### src/rtl/conv_relu_pool.sv
// Requantizes a 2N-bit convolution stream (bias, ReLU, shift, saturate) and
// applies streaming 2x2/stride-2 max pooling using a half-width line buffer.
module conv_relu_pool #(
  parameter logic [13:0] MaxMatrixSize = 14'd16,
  parameter int unsigned N             = 16
) (
  input  logic                clk_i,
  input  logic                rst_i,
  input  logic                en_i,
  input  logic [2*N-1:0]      conv_i,
  input  logic                valid_i,
  input  logic                end_i,
  input  logic [13:0]         out_size_i,
  input  logic [2*N-1:0]      bias_i,
  input  logic [5:0]          shift_i,
  output logic [N-1:0]        pool_o,
  output logic                valid_o,
  output logic                end_o,
  input  logic                assert_on_i
);

  localparam int unsigned Depth = int'(MaxMatrixSize) / 2;
  localparam int unsigned AW    = (Depth > 1) ? $clog2(Depth) : 1;
  localparam logic [N-1:0] QMax = {1'b0, {(N-1){1'b1}}};

  logic [13:0]   col_cnt;
  logic [13:0]   row_cnt;

  logic [2*N:0]  sum;
  logic [2*N:0]  shifted;
  logic [N-1:0]  q_next;

  logic [N-1:0]  q1;
  logic          v1;
  logic          e1;
  logic [AW:0]   c1;
  logic          r1_odd;

  logic [N-1:0]  pair;
  logic [N-1:0]  line_buf [Depth];
  logic [N-1:0]  m;
  logic [N-1:0]  lb_rd;
  logic [N-1:0]  win_max;

  // Sum at 2N+1 bits so bias overflow cannot wrap; a set MSB means negative.
  always_comb begin
    sum     = {conv_i[2*N-1], conv_i} + {bias_i[2*N-1], bias_i};
    shifted = '0;
    if (!sum[2*N]) begin
      shifted = sum >> shift_i;
    end
    q_next = (|shifted[2*N:N-1]) ? QMax : shifted[N-1:0];
  end

  // S1: requantized sample plus its map position and end marker.
  always_ff @(posedge clk_i) begin
    if (rst_i) begin
      col_cnt <= '0;
      row_cnt <= '0;
      v1      <= 1'b0;
      e1      <= 1'b0;
      q1      <= '0;
      c1      <= '0;
      r1_odd  <= 1'b0;
    end else if (en_i) begin
      v1     <= valid_i;
      e1     <= end_i;
      q1     <= q_next;
      c1     <= col_cnt[AW:0];
      r1_odd <= row_cnt[0];
      if (valid_i) begin
        if (col_cnt == out_size_i - 14'd1) begin
          col_cnt <= '0;
          row_cnt <= row_cnt + 14'd1;
        end else begin
          col_cnt <= col_cnt + 14'd1;
        end
      end
      // End of map wins over the increment so the next map starts at (0,0).
      if (end_i) begin
        col_cnt <= '0;
        row_cnt <= '0;
      end
    end
  end

  always_comb begin
    m       = (q1 > pair) ? q1 : pair;
    lb_rd   = line_buf[c1[AW:1]];
    win_max = (lb_rd > m) ? lb_rd : m;
  end

  // S2: horizontal pair max, vertical max against the line buffer.
  always_ff @(posedge clk_i) begin
    if (rst_i) begin
      pair    <= '0;
      pool_o  <= '0;
      valid_o <= 1'b0;
      end_o   <= 1'b0;
    end else if (en_i) begin
      valid_o <= 1'b0;
      end_o   <= e1;
      if (v1) begin
        if (!c1[0]) begin
          pair <= q1;
        end else if (r1_odd) begin
          pool_o  <= win_max;
          valid_o <= 1'b1;
        end
      end
    end
  end

  always_ff @(posedge clk_i) begin
    if (!rst_i && en_i && v1 && c1[0] && !r1_odd) begin
      line_buf[c1[AW:1]] <= m;
    end
  end

  always_ff @(posedge clk_i) begin
    if (!rst_i && en_i && assert_on_i && valid_i) begin
      assert (out_size_i >= 14'd2 && out_size_i <= MaxMatrixSize);
      assert (shift_i < 6'(2 * N));
      assert (col_cnt < out_size_i);
    end
  end

endmodule

### config.mk
export PLATFORM = sky130hd
export DESIGN_NAME = conv_relu_pool
export DESIGN_NICKNAME = d
export VERILOG_FILES = /design/src/rtl/conv_relu_pool.sv
export SDC_FILE = /design/constraint.sdc
export NUM_CORES = 1
export LEC_CHECK = 0
export CAP_MARGIN = 20
export CORE_ASPECT_RATIO = 1.4
export CORE_UTILIZATION = 30
export CTS_CLUSTER_SIZE = 20
export DETAILED_ROUTE_END_ITERATION = 16
export PLACE_DENSITY = 0.58
export SLEW_MARGIN = 20
export SYNTH_ARGS = -nofsm -noshare
export SYNTH_HDL_FRONTEND = slang
export SYNTH_SLANG_ARGS = --single-unit
### constraint.sdc
create_clock -name clk_i -period 6.1 [get_ports clk_i]
set_input_delay 1.22 -clock clk_i [delete_from_list [all_inputs] [get_ports clk_i]]
set_output_delay 1.22 -clock clk_i [all_outputs]
set_load 0.05 [all_outputs]
Yosys cells after proc, flatten, opt, wreduce, memory -nomap -nowiden:

Memory sizes are Yosys's and may differ from the RTL's. A register that Yosys moved wholly into a read port is not among the register bits.
Cells that the tools add are included.

* word-level logic and storage cells: 51
* memories: 1
* bits in registers: 85
* output and inout bits: 18
* bits in writable memories: 128

Memories
* line_buf: words 8, bits a word 16, read ports 1, clocked after Yosys merged registers in 1, wr ports 1, RTL line 40 `logic [N-1:0] line_buf [Depth];`

* bitwise operators: 1
* muxes and demuxes: 17
* shifts and indexed selects: 1
* $lt $le $gt $ge: 2
* eq/ne operators: 1
* reductions and logical operators: 13
* $add $sub $neg: 4

Operator list (count)
* 2-to-1 mux 14 bit: 6
* 2-to-1 mux 16 bit: 3
* adder 32 x 32 -> 33 bit: 1
* 2-to-1 mux 33 bit: 1
* >> shifter 33 x 6 -> 33 bit: 1
* > comparator 16 bit: 2
* adder 14 x 1 -> 14 bit, second input constant: 2
* OR reduction 18 bit: 1
* == test 14 bit: 1
* subtractor 14 x 1 -> 14 bit, second input constant: 1
* 2-to-1 mux 3 bit: 2
* AND reduction 3 bit: 2
* 2-to-1 mux 1 bit: 5
* logical AND 1 bit: 4
* AND reduction 4 bit: 1
* nonzero test 2 bit: 2
* zero test 1 bit: 2
* AND reduction 2 bit: 1
* inverter 1 bit: 1

Depth between registers and ports, before layout:

* word-level depth: 7
* mapped depth: 29
* gate-level depth less buffers: 27

Least setup slack after synthesis:

OpenSTA, ideal clock, no wires.

* kind: reg-to-reg
* from: reg pair[1]
* to: reg pool_o[10]
* cell stages (with the launch flop): 30
* arrival time: 5.271 ns
* setup slack: 0.707 ns
* library setup time: 0.122 ns
* cell sequence: dfxtp_1 -> inv_1 -> ha_1 -> nor2b_1 -> o21a_1 -> o21a_1 -> o21a_1 -> o21a_1 -> o21ai_0 -> nand2b_1 -> a21oi_1 -> nor3_1 -> o21ai_1 -> clkbuf_1 -> mux2_2 -> inv_1 -> ha_1 -> nor2b_1 -> o21a_1 -> o21a_1 -> o21a_1 -> o21a_1 -> o21a_1 -> o21a_1 -> o21ai_0 -> a31oi_1 -> nand3_1 -> clkbuf_1 -> nor2b_1 -> a221o_1

* cells in the longest elaborated chain, start to end: 4

Ends and longest elaborated chain
* start: declaration: RTL line 39 `logic [N-1:0] pair;`
* start signal: assignment: RTL line 105 `pair <= q1;`
* > comparator 16 bit: RTL line 88 `m = (q1 > pair) ? q1 : pair;`
* 2-to-1 mux 16 bit *: RTL line 88
* named net m[1]: RTL line 41 `logic [N-1:0] m;`
* > comparator 16 bit *: RTL line 90 `win_max = (lb_rd > m) ? lb_rd : m;`
* 2-to-1 mux 16 bit *: RTL line 90
* end signal: assignment: RTL line 107 `pool_o <= win_max;`
* end: declaration: RTL line 16 `output logic [N-1:0] pool_o,`

The timed path passes the listed nets; every way through them passes the cells marked *.
A chain may end at the register's enable or synchronous reset.

Final worst setup path:

* from: in conv_i[0]
* to: reg q1[11]

* cells in the longest elaborated chain, start to end: 5

Ends and longest elaborated chain
* start: declaration: RTL line 10 `input logic [2*N-1:0] conv_i,`
* adder 32 x 32 -> 33 bit *: RTL line 47 `sum = {conv_i[2*N-1], conv_i} + {bias_i[2*N-1], bias_i};`
* >> shifter 33 x 6 -> 33 bit: RTL line 50 `shifted = sum >> shift_i;`
* 2-to-1 mux 33 bit *: RTL line 49 `if (!sum[2*N]) begin`
* OR reduction 18 bit: RTL line 52 `q_next = (|shifted[2*N:N-1]) ? QMax : shifted[N-1:0];`
* 2-to-1 mux 16 bit *: RTL line 52
* end signal: assignment: RTL line 68 `q1 <= q_next;`
* end: declaration: RTL line 33 `logic [N-1:0] q1;`

Every way passes the cells marked *; elsewhere a longest branch is shown, timed or not.

==> results.rst <==
.. list-table::
   :header-rows: 1

   * - Metric
     - Value
   * - Result of the run
     - complete, no violations
   * - Via count of the first global-routing pass
     - between 10000 and 15000
   * - Startpoint of the tightest hold check path
     - pair[11]
   * - Worst path bufs/invs
     - 4
   * - Mapped Area
     - 13000 um^2
   * - Critical Path RT
     - between 6000 and 7000 ps
   * - Setup TNS
     - 0 ps
   * - Endpoints failing hold
     - 0
   * - Most used standard cell by instance count after synthesis
     - edfxtp_1
   * - Post-synth top flop
     - edfxtp_1
   * - Multiplexer area fraction after synthesis
     - between 10% and 20%
   * - Net Count, Synth
     - 1468
   * - Clock transition time at the flip-flop clock pins of the worst setup and hold paths
     - about 60 ps
   * - CP Launch Point
     - conv_i[0]
   * - Fin nets
     - 1573
   * - Drt drc
     - 0
   * - Synthesized-area fraction occupied by xor and xnor cells
     - ~3.6%
   * - Max H-tree Level
     - 1
   * - Total clock sinks
     - approximately 200
   * - Post-synthesis async set-or-reset flop share
     - 0%
   * - Worst-case reg-to-reg path depth
     - 29
   * - Number of flops mapped to enable cells by yosys
     - 128
   * - Worst Path Max Fanout
     - 15
   * - Port bufs
     - about 110
   * - Standard cell with the maximum stage delay on the critical path
     - a2111o_1
   * - Register area share after synthesis
     - 41.0%
   * - First-pass GRT wire length
     - 56400 um
   * - Root Buffer
     - clkbuf_16
   * - Shortest clock period the worst path allows after layout
     - 5540 ps
   * - Chip height
     - 249 um
   * - Final setup violation count
     - 0
   * - Via Count
     - ~11000
   * - Pre-Repair DR Iteration Count
     - 5
   * - Simple logic cell fraction of the synthesized area
     - 15.2%
   * - Starting DRT DRC Count
     - 555
   * - Antenna violations before repair
     - 0
   * - Cells traversed along the worst timing path
     - clkdlybuf4s50_1, ha_1, inv_1, fa_1, nand2b_1, a21oi_1, buf_4, o2111ai_1, and2_1, a311oi_1, o211ai_1, a221oi_1, o221ai_1, a2111o_1, o41ai_4, buf_12, a211oi_1
   * - Type of the worst setup path
     - input pin to flip-flop
   * - Adder-cell share of the synthesized area
     - under 10%
   * - Number of filler cells placed in the layout
     - about 4300
   * - Overflow after GRT
     - 0
   * - Number of gates given a new drive strength after cts
     - 0
   * - Fraction of final layout cells with drive strength greater than 1
     - 12.0%
   * - Leading post-synthesis cells by instance count
     - 128 x edfxtp_1, 127 x nand2_1, 116 x nor2_1
   * - Count of warnings emitted by yosys
     - 0
   * - Setup repair after global routing missed its margin
     - false
   * - Synth Area in Compound Gates
     - 18.8%
   * - Launching element type of the critical path
     - input pin
   * - IO Pins
     - 108
   * - Maximum VDD drop
     - 0.162 mV
   * - Cell class contributing the biggest share of worst-path delay
     - compound AO/OA/AOI/OAI gates
   * - Achievable Freq
     - about 180 MHz
   * - Design Area, Final
     - 15500 um^2
   * - Mean cell area of the mapped netlist
     - 9.95 um^2
   * - Final Wtd Congestion
     - about 0.92
   * - Worst slew pin tran
     - 1070 ps
   * - Area of the core
     - 43000 um^2
   * - Diodes inserted
     - 0
   * - Detail Route Antenna Nets
     - 0
   * - Leakage
     - 5.32 nW
   * - Synth top area share
     - 29.5%
   * - Slowest stage delay, CP
     - 490 ps
   * - CTS buffer count
     - 20
   * - Source-to-sink clock delay at the later pin of the worst-skew pair
     - 490 ps
   * - Worst reg2reg startpoint
     - pair[1]
   * - Final WL
     - between 30000 and 40000 um
   * - Hold Buf Count CTS
     - 0
   * - Starting density of the core
     - between 30% and 40%
   * - Layout-stage area growth over the synthesis result
     - 19.1%
   * - CTS Buffer Depth
     - 3
   * - Flip-flop and latch count after synthesis
     - 203
   * - Sum of net half-perimeters after detailed placement
     - approximately 26000 um
   * - Leading area contributor after synthesis
     - edfxtp_1
   * - Overall routing resource usage
     - 15.9%
   * - Final Cycle Share
     - 90.8%
   * - Worst hold path stage count
     - 2
   * - Main combinational cell family by area after synthesis
     - compound AO/OA/AOI/OAI gates
   * - Clock tree from TritonCTS
     - built
   * - Maximum clock skew at final layout
     - ~11 ps
   * - Count of standard-cell rows
     - 90
   * - PwrDens
     - between 200 and 250 nW/um^2
   * - Leading cell types by total area after synthesis
     - edfxtp_1 29%, dfxtp_1 12%, ha_1 6.3%
   * - Max-cap viol count
     - 0
   * - Die Span X
     - 178 um
   * - Buffers inserted during post-CTS setup optimization
     - 0
   * - Number of cells on the critical path
     - 17
   * - Post-DR vias/cell
     - 5.35
   * - WP data arrival
     - 5890 ps
   * - Sequential cell area
     - 5350 um^2
   * - Netlist cell types
     - slightly above 80
   * - Gate count after technology mapping
     - between 1000 and 1500
   * - Area of placed instances
     - 14900 um^2
   * - Type of the most critical hold path
     - flip-flop to flip-flop
   * - WL per Instance
     - about 18 um
   * - Maximum number of pins on one net before global-route repair
     - 45
   * - Area used by multi-input combinational logic
     - 7290 um^2
   * - Worst slew margin
     - 28.5%
   * - DIE AREA
     - 44300 um^2
   * - Capturing element type of the critical path
     - flip-flop
   * - Final count of pins violating max slew
     - 0
[metal layers]
metal	part of all wire [%]	track usage, %
met5	0	0
met3	2.5	0.994
met1	40	17.9
met4	4.1	6.59
met2	54	30.4
[kinds of logic (layout without fill, tap and decap cells)]
group / after synthesis / in the layout
XOR/XNOR: 54 / 54
buffers and inverters: 115 / 234
adder cells (fa/ha/maj): 67 / 67
multiplexers: 101 / 101
flip-flops: 203 / 203
AO/OA/AOI/OAI: 355 / 355
AND/OR/NAND/NOR: 416 / 416
[metrics by stage]
step	hold slack [ps]	instances	worst slack, ps	util (%)	total power, mW
floorplan	446	1311	707	-	2.09
global placement	454	1944	114	34.6	2.38
detailed placement	461	1944	103	34.6	2.39
CTS	470	1980	588	36.0	3.54
global route	490	1982	340	36.1	3.67
finish	470	1982	560	36.1	3.51
[registers in the layout, summed over array words and instances, names as in the netlist, named ones only]
signal    count
line_buf    128
pair         16
pool_o       16
q1           16
col_cnt      14
c1            4
e1            1
end_o         1
r1_odd        1
row_cnt       1
v1            1
valid_o       1
[worst reg2reg max path: cells and delay by family, from the launching register on]
family,cells,cell delay [ps]
AOI/OAI and AO/OA,16,2680
adders and majority gates,2,510
buffers and inverters,4,570
DFF,1,340
muxes,1,430
and+or+nand+nor,6,600
[path summary, 6_finish.rpt]
| check | end | slack [ps] |
|---|---|---|
| worst min register to register | pair[11] | 470 |
| worst max register to register | pool_o[6] | 840 |
| worst max-delay path | q1[11] | 560 |
| worst min-delay path | pair[11] | 470 |
[layout by cell type (no fill, tap or decap), types with 11 or more instances in the layout]
cell type and instances:
clkdlybuf4s50_1 106, nor2_1 115, nor3_1 18, ha_1 66
nor2b_1 23, dfxtp_1 74, a31oi_1 12, nand2b_1 11
buf_4 43, xnor2_1 27, edfxtp_1 128, and2_1 13
mux4_2 34, a21o_1 11, nand2_1 127, o21a_1 23
o211ai_1 11, mux2_2 41, mux2i_1 26, xor2_1 27
clkbuf_16 21, o22ai_1 12, o21ai_0 60, a221o_1 17
a211oi_1 31, nand3_1 32, a21oi_1 89, nand4_1 25
inv_1 44
[report_power, final]
part	switching [mW]	internal, mW
registers	0.0146	1.49
logic	0.506	0.357
clock network	0.496	0.646
total	1.02	2.49
[cell type report]
type | instances | area share (%)
multi-input combinational | 993 | 46.9
sequential | 203 | 34.4
timing repair buffer | 152 | 9.19
tap | 552 | 4.45
clock buffer | 30 | 3.67
inverter | 46 | 1.11
clock inverter | 6 | 0.201
(Power assumes the default switching activity.)
